## config.mk

```make
export PLATFORM = sky130hd
export DESIGN_NAME = mem_arbiter
export DESIGN_NICKNAME = d
export VERILOG_FILES = /design/src/rtl/mem_arbiter_pkg.sv /design/src/rtl/mem_arb_pick.sv /design/src/rtl/mem_arbiter.sv
export SDC_FILE = /design/constraint.sdc
export NUM_CORES = 1
export LEC_CHECK = 0
export ABC_CLOCK_PERIOD_IN_PS = 2250
export BUFFER_PORTS_ARGS = -buffer_cell sky130_fd_sc_hd__buf_2
export CELL_PAD_IN_SITES_DETAIL_PLACEMENT = 0
export CELL_PAD_IN_SITES_GLOBAL_PLACEMENT = 1
export CORE_UTILIZATION = 32
export DETAILED_ROUTE_END_ITERATION = 16
export GPL_TIMING_DRIVEN = 0
export PLACE_DENSITY_LB_ADDON = 0.1
export RECOVER_POWER = 25
export SLEW_MARGIN = 25
export SYNTH_ARGS = -nofsm -noshare
export SYNTH_HDL_FRONTEND = slang
export SYNTH_SLANG_ARGS = --single-unit
```

## constraint.sdc

```tcl
create_clock -name clk -period 2.25 [get_ports clk]
set_input_delay 0.1125 -clock clk [delete_from_list [all_inputs] [get_ports clk]]
set_output_delay 0.1125 -clock clk [all_outputs]
set_load 0.01 [all_outputs]
```

## src/rtl/mem_arbiter_pkg.sv

```systemverilog
// Shared encodings for the memory arbiter: FSM states, transaction owners and access sizes.
package mem_arbiter_pkg;

  typedef enum logic [1:0] {
    ST_IDLE = 2'd0,
    ST_BUSY = 2'd1,
    ST_TURN = 2'd2
  } state_e;

  typedef enum logic [1:0] {
    OWN_NONE = 2'd0,
    OWN_IC   = 2'd1,
    OWN_LSB  = 2'd2,
    OWN_PF   = 2'd3
  } owner_e;

  localparam logic [2:0] SZ_BYTE = 3'd1;
  localparam logic [2:0] SZ_HALF = 3'd2;
  localparam logic [2:0] SZ_WORD = 3'd4;

endpackage

```

## src/rtl/mem_arb_pick.sv

```systemverilog
// Combinational grant selector: LSB > IC > PF, with IC forced ahead of LSB once it has starved.
module mem_arb_pick
  import mem_arbiter_pkg::*;
(
  input  logic   ic_req,
  input  logic   lsb_req,
  input  logic   pf_req,
  input  logic   flush,
  input  logic   starve_sat,
  output owner_e owner_c
);

  logic ic_ok;
  logic pf_ok;

  // Flush makes instruction-side requests ineligible for this decision only.
  assign ic_ok = ic_req & ~flush;
  assign pf_ok = pf_req & ~flush & ~ic_req & ~lsb_req;

  always_comb begin
    owner_c = OWN_NONE;
    if (ic_ok && starve_sat) begin
      owner_c = OWN_IC;
    end else if (lsb_req) begin
      owner_c = OWN_LSB;
    end else if (ic_ok) begin
      owner_c = OWN_IC;
    end else if (pf_ok) begin
      owner_c = OWN_PF;
    end
  end

endmodule

```

## src/rtl/mem_arbiter.sv

```systemverilog
// Single-channel arbiter in front of the byte-serial memory controller.
// Define MEM_ARB_PREFETCH_EN to make the prefetch port live; otherwise pf_req is ignored.
module mem_arbiter
  import mem_arbiter_pkg::*;
#(
  parameter int unsigned STARVE_LIMIT = 8,
  parameter int unsigned CNT_W        = 8
) (
  input  logic        clk,
  input  logic        rst,
  input  logic        rdy,
  input  logic        flush,
  input  logic        ic_req,
  input  logic [31:0] ic_addr,
  output logic        ic_done,
  output logic [31:0] ic_rdata,
  input  logic        lsb_req,
  input  logic        lsb_wr,
  input  logic [31:0] lsb_addr,
  input  logic [2:0]  lsb_size,
  input  logic [31:0] lsb_wdata,
  output logic        lsb_done,
  output logic [31:0] lsb_rdata,
  input  logic        pf_req,
  input  logic [31:0] pf_addr,
  output logic        pf_done,
  output logic [31:0] pf_rdata,
  output logic        mc_valid,
  output logic        mc_wr,
  output logic [31:0] mc_addr,
  output logic [2:0]  mc_size,
  output logic [31:0] mc_wdata,
  input  logic        mc_done,
  input  logic [31:0] mc_rdata
);

  state_e           state_q, state_d;
  owner_e           owner_q, owner_d;
  logic             drop_q, drop_d;
  logic [CNT_W-1:0] cnt_q, cnt_d;
  logic             mc_valid_q, mc_valid_d;
  logic             mc_wr_q, mc_wr_d;
  logic [31:0]      mc_addr_q, mc_addr_d;
  logic [2:0]       mc_size_q, mc_size_d;
  logic [31:0]      mc_wdata_q, mc_wdata_d;
  logic             ic_done_q, ic_done_d;
  logic [31:0]      ic_rdata_q, ic_rdata_d;
  logic             lsb_done_q, lsb_done_d;
  logic [31:0]      lsb_rdata_q, lsb_rdata_d;
  logic             pf_done_q, pf_done_d;
  logic [31:0]      pf_rdata_q, pf_rdata_d;

  logic   pf_req_c;
  logic   starve_sat_c;
  logic   drop_now_c;
  owner_e pick_c;

`ifdef MEM_ARB_PREFETCH_EN
  assign pf_req_c = pf_req;
`else
  // Prefetch port is present but inert; owner can never become PF.
  logic pf_unused;
  assign pf_unused = pf_req;
  assign pf_req_c  = 1'b0;
`endif

  assign starve_sat_c = (cnt_q >= CNT_W'(STARVE_LIMIT));
  // A flush in the completion cycle itself must still suppress the done pulse.
  assign drop_now_c   = drop_q | (flush & ((owner_q == OWN_IC) | (owner_q == OWN_PF)));

  mem_arb_pick u_pick (
    .ic_req     (ic_req),
    .lsb_req    (lsb_req),
    .pf_req     (pf_req_c),
    .flush      (flush),
    .starve_sat (starve_sat_c),
    .owner_c    (pick_c)
  );

  always_ff @(posedge clk) begin
    if (rst) begin
      state_q     <= ST_IDLE;
      owner_q     <= OWN_NONE;
      drop_q      <= 1'b0;
      cnt_q       <= '0;
      mc_valid_q  <= 1'b0;
      mc_wr_q     <= 1'b0;
      mc_addr_q   <= '0;
      mc_size_q   <= '0;
      mc_wdata_q  <= '0;
      ic_done_q   <= 1'b0;
      ic_rdata_q  <= '0;
      lsb_done_q  <= 1'b0;
      lsb_rdata_q <= '0;
      pf_done_q   <= 1'b0;
      pf_rdata_q  <= '0;
    end else begin
      state_q     <= state_d;
      owner_q     <= owner_d;
      drop_q      <= drop_d;
      cnt_q       <= cnt_d;
      mc_valid_q  <= mc_valid_d;
      mc_wr_q     <= mc_wr_d;
      mc_addr_q   <= mc_addr_d;
      mc_size_q   <= mc_size_d;
      mc_wdata_q  <= mc_wdata_d;
      ic_done_q   <= ic_done_d;
      ic_rdata_q  <= ic_rdata_d;
      lsb_done_q  <= lsb_done_d;
      lsb_rdata_q <= lsb_rdata_d;
      pf_done_q   <= pf_done_d;
      pf_rdata_q  <= pf_rdata_d;
    end
  end

  always_comb begin
    state_d     = state_q;
    owner_d     = owner_q;
    drop_d      = drop_q;
    cnt_d       = cnt_q;
    mc_valid_d  = mc_valid_q;
    mc_wr_d     = mc_wr_q;
    mc_addr_d   = mc_addr_q;
    mc_size_d   = mc_size_q;
    mc_wdata_d  = mc_wdata_q;
    ic_done_d   = 1'b0;
    ic_rdata_d  = ic_rdata_q;
    lsb_done_d  = 1'b0;
    lsb_rdata_d = lsb_rdata_q;
    pf_done_d   = 1'b0;
    pf_rdata_d  = pf_rdata_q;

    if (rdy) begin
      case (state_q)
        ST_IDLE: begin
          drop_d = 1'b0;
          if (ic_req && (pick_c == OWN_LSB)) begin
            if (cnt_q != {CNT_W{1'b1}}) cnt_d = cnt_q + 1'b1;
          end else if (!ic_req || (pick_c == OWN_IC)) begin
            cnt_d = '0;
          end
          if (pick_c != OWN_NONE) begin
            state_d    = ST_BUSY;
            owner_d    = pick_c;
            mc_valid_d = 1'b1;
            mc_wr_d    = 1'b0;
            mc_size_d  = SZ_WORD;
            mc_wdata_d = '0;
            case (pick_c)
              OWN_IC:  mc_addr_d = ic_addr;
              OWN_PF:  mc_addr_d = pf_addr;
              default: begin
                mc_wr_d    = lsb_wr;
                mc_addr_d  = lsb_addr;
                mc_size_d  = lsb_size;
                mc_wdata_d = lsb_wdata;
              end
            endcase
          end
        end
        ST_BUSY: begin
          drop_d = drop_now_c;
          if (mc_done) begin
            mc_valid_d = 1'b0;
            state_d    = ST_TURN;
            if (!drop_now_c) begin
              case (owner_q)
                OWN_IC:  begin ic_done_d  = 1'b1; ic_rdata_d  = mc_rdata; end
                OWN_LSB: begin lsb_done_d = 1'b1; lsb_rdata_d = mc_rdata; end
                OWN_PF:  begin pf_done_d  = 1'b1; pf_rdata_d  = mc_rdata; end
                default: ;
              endcase
            end
          end
        end
        ST_TURN: begin
          drop_d  = 1'b0;
          owner_d = OWN_NONE;
          state_d = ST_IDLE;
        end
        default: state_d = ST_IDLE;
      endcase
    end
  end

  assign ic_done   = ic_done_q;
  assign ic_rdata  = ic_rdata_q;
  assign lsb_done  = lsb_done_q;
  assign lsb_rdata = lsb_rdata_q;
  assign pf_done   = pf_done_q;
  assign pf_rdata  = pf_rdata_q;
  assign mc_valid  = mc_valid_q;
  assign mc_wr     = mc_wr_q;
  assign mc_addr   = mc_addr_q;
  assign mc_size   = mc_size_q;
  assign mc_wdata  = mc_wdata_q;

endmodule

```

==> reports/metrics.yaml <==
finish.utilization_pct: 50.14
path_class: "reg2reg"
setup_violations: 0
min_path_type: "in2reg"
synth_area_sq_mm: 0.006899
powerDensity_mw_per_mm2: 680.5
fin_hold_ws_ns: 0.04645
cts-buffers-inserted: 17
ys.flop_type: "dfxtp_1"
overflow: 0
hold_viol: 0
syn_to_final_growth_pct: 53.25
dieArea_sq_mm: 0.02215
grt_pass1_vias: 7741
drtIter0Drc: 333
total_leakage_power_uw: 0.004251
via_count: 7617
arrival_ns: 2.38
core_sq_mm: 0.02109
critPathCaptureType: "flop"
critPathLaunchType: "flop"
postCtsSetupBuffers: 0
post-synth-top-count-cell: "nand2_1"
drt-total-wl_mm: 25.18
drv_cap: 0
fin_nets: 1495
drive_above_1_share_pct: 21.36
die_y_um: 148.8
yosys-top-cells-count: "297 x nand2_1, 181 x dfxtp_1, 140 x a21oi_1, 40 x clkbuf_1"
cp_common_cell: "clkbuf_1"
ios: 340
drtAntennaViolNets: 0
fillCellCount: 2181
skew_ns: 0.01205
slew_violations: 0
finalWeightedCongestion: 0.7617
crit_path_cell_trace: "nand4b_2 -> or4_1 -> clkbuf_1 -> clkbuf_1 -> nand2_1 -> a21oi_1"
slowest_stage: "dfxtp_1"
stdcell_area_sq_mm: 0.01057
yosys_warnings: 0
yosys-top-cells-area: "dfxtp_1 53%, nand2_1 16%, a21oi_1 10%"
cts_root_buf: "clkbuf_16"
cp.required_ns: 2.55
n_antenna_cell: 0
status: "completed"
synth-edff-count: 0
fmax_mhz: 480.5
cts_tree: "done"
yosysTopAreaCell: "dfxtp_1"
grt.total_usage_pct: 23.11
multi_input_area_sq_mm: 0.002984
drcViolationCount: 0
first_pass_iters: 4
worst_slew_pin_slew_ns: 0.8656
rsz0062_at_grt: "true"
start_util_pct: 32.72
place_ws_ns: 0.1726
hold_path_depth: 3
clk_pin_slew_ns: 0.07
row_count: 53
reg2regPathDepth: 6
synthDistinctLibCells: 38
cts.htree.levels: 4
grt_pass1_wl_mm: 40.25
io_buffers: 304
ys_seq_area_share_pct: 52.52
fin_crit_ns: 2.081
async_reset_ff_share_pct: 0
via_per_inst: 4.734
grt_max_degree: 20
clk_latency_ns: 0.44
dpl.hpwl_mm: 18.12
clockBufferDepth: 2
max-vdd-ir-drop_v: 0.0004725
slowest_delay_ns: 0.49
routedWlPerCell_um: 15.65
synth_top_area_share_pct: 52.52
period_share_pct: 92.49
syn-instance-count: 866
dpl-instance-area_sq_mm: 0.008765
cp_max_fo: 10
worst_slack_ns: 0.1689
regArea_sq_mm: 0.003623
die_x_um: 148.8
antenna_found_initial: 0
ys_ff_latch: 181
syn_area_per_cell_sq_um: 7.967
synth_fp_nets: 1040
slew_headroom_pct: 41.90
cts_sinks: 181
==> logic make-up after synthesis <==
group	after synthesis	synth area share, %
adder cells (fa/ha/maj)	2	0.3627
multiplexers	3	0.4353
flip-flops	181	52.52
AND/OR/NAND/NOR	413	25.66
buffers and inverters	71	4.352
AO/OA/AOI/OAI	196	16.67
==> placed cells by master, fill, tap and decap left out, drive strengths merged, types with 7 or more instances in the layout <==
| cell type | instances |
|---|---|
| a21oi | 140 |
| inv | 11 |
| nor2 | 39 |
| buf | 246 |
| nand2 | 297 |
| a311oi | 32 |
| nand3 | 39 |
| clkbuf | 142 |
| dlygate4sd3 | 132 |
| clkinv | 8 |
| or4 | 7 |
| dfxtp | 181 |
==> sequential cells by signal (all words and copies together) (netlist names), 2 cells and up <==
signal and cells:
mc_wdata 32, cnt_q 8, pf_rdata 32, owner_q 2
ic_rdata 32, mc_size 3, mc_addr 32, lsb_rdata 32
state_q 2
==> routing by layer <==
layer  track usage (%)  vias up  part of all wire, %  routed length (um)
li1                  -     3838                    -                   -
met1             28.45     3501                   44               11060
met2             38.41      244                   47               11810
met3             7.615       34                  7.3                1838
met4             6.480        0                  1.9                 480
met5                 0        -                    0                   0
==> path summary, 6_finish.rpt <==
path	endpoint	slack (ns)	start
worst max-delay path	lsb_rdata[21]	0.17	state_q[0]
worst min-delay path	state_q[1]	0.05	rdy
worst max register to register	lsb_rdata[21]	0.17	state_q[0]
worst min register to register	mc_wdata[28]	0.45	mc_wdata[28]
==> worst max-delay path: cells and delay by family (launching register included) <==
kind / cells / cell delay (ns)
compound gates: 1 / 0.07
buf+inv: 2 / 0.51
flops: 1 / 0.49
simple gates: 3 / 0.89
==> power breakdown <==
part	internal [uW]	switching, uW	total (uW)
Clock	1490	1490	2970
Combinational	409	457	866
Sequential	3300	55.5	3350
Total	5200	2000	7200
==> area by class of cell <==
type | count | area share [%]
Inverter | 4 | 0.1420
Tap cell | 275 | 3.254
Clock buffer | 17 | 4.024
Clock inverter | 15 | 1.503
Timing Repair Buffer | 436 | 25.88
Buffer | 67 | 2.698
Sequential cell | 181 | 34.27
Multi-Input combinational cell | 614 | 28.22
==> per-stage QoR <==
step                cells  setup TNS, ns  total power [uW]
finish               1609              0              7195
global route         1609       -0.06126              7504
CTS                  1609              0              7288
detailed placement   1445              0              4121
global placement     1445              0              4121
floorplan             866              0              3765
==> timing repair <==
action / 4_1_cts / 5_1_grt
endpoints found under the hold margin: 164 / 0
gates resized for setup: 0 / 1
setup endpoints to repair: 0 / 2
hold buffers: 132 / 0
(Power assumes the default switching activity.)
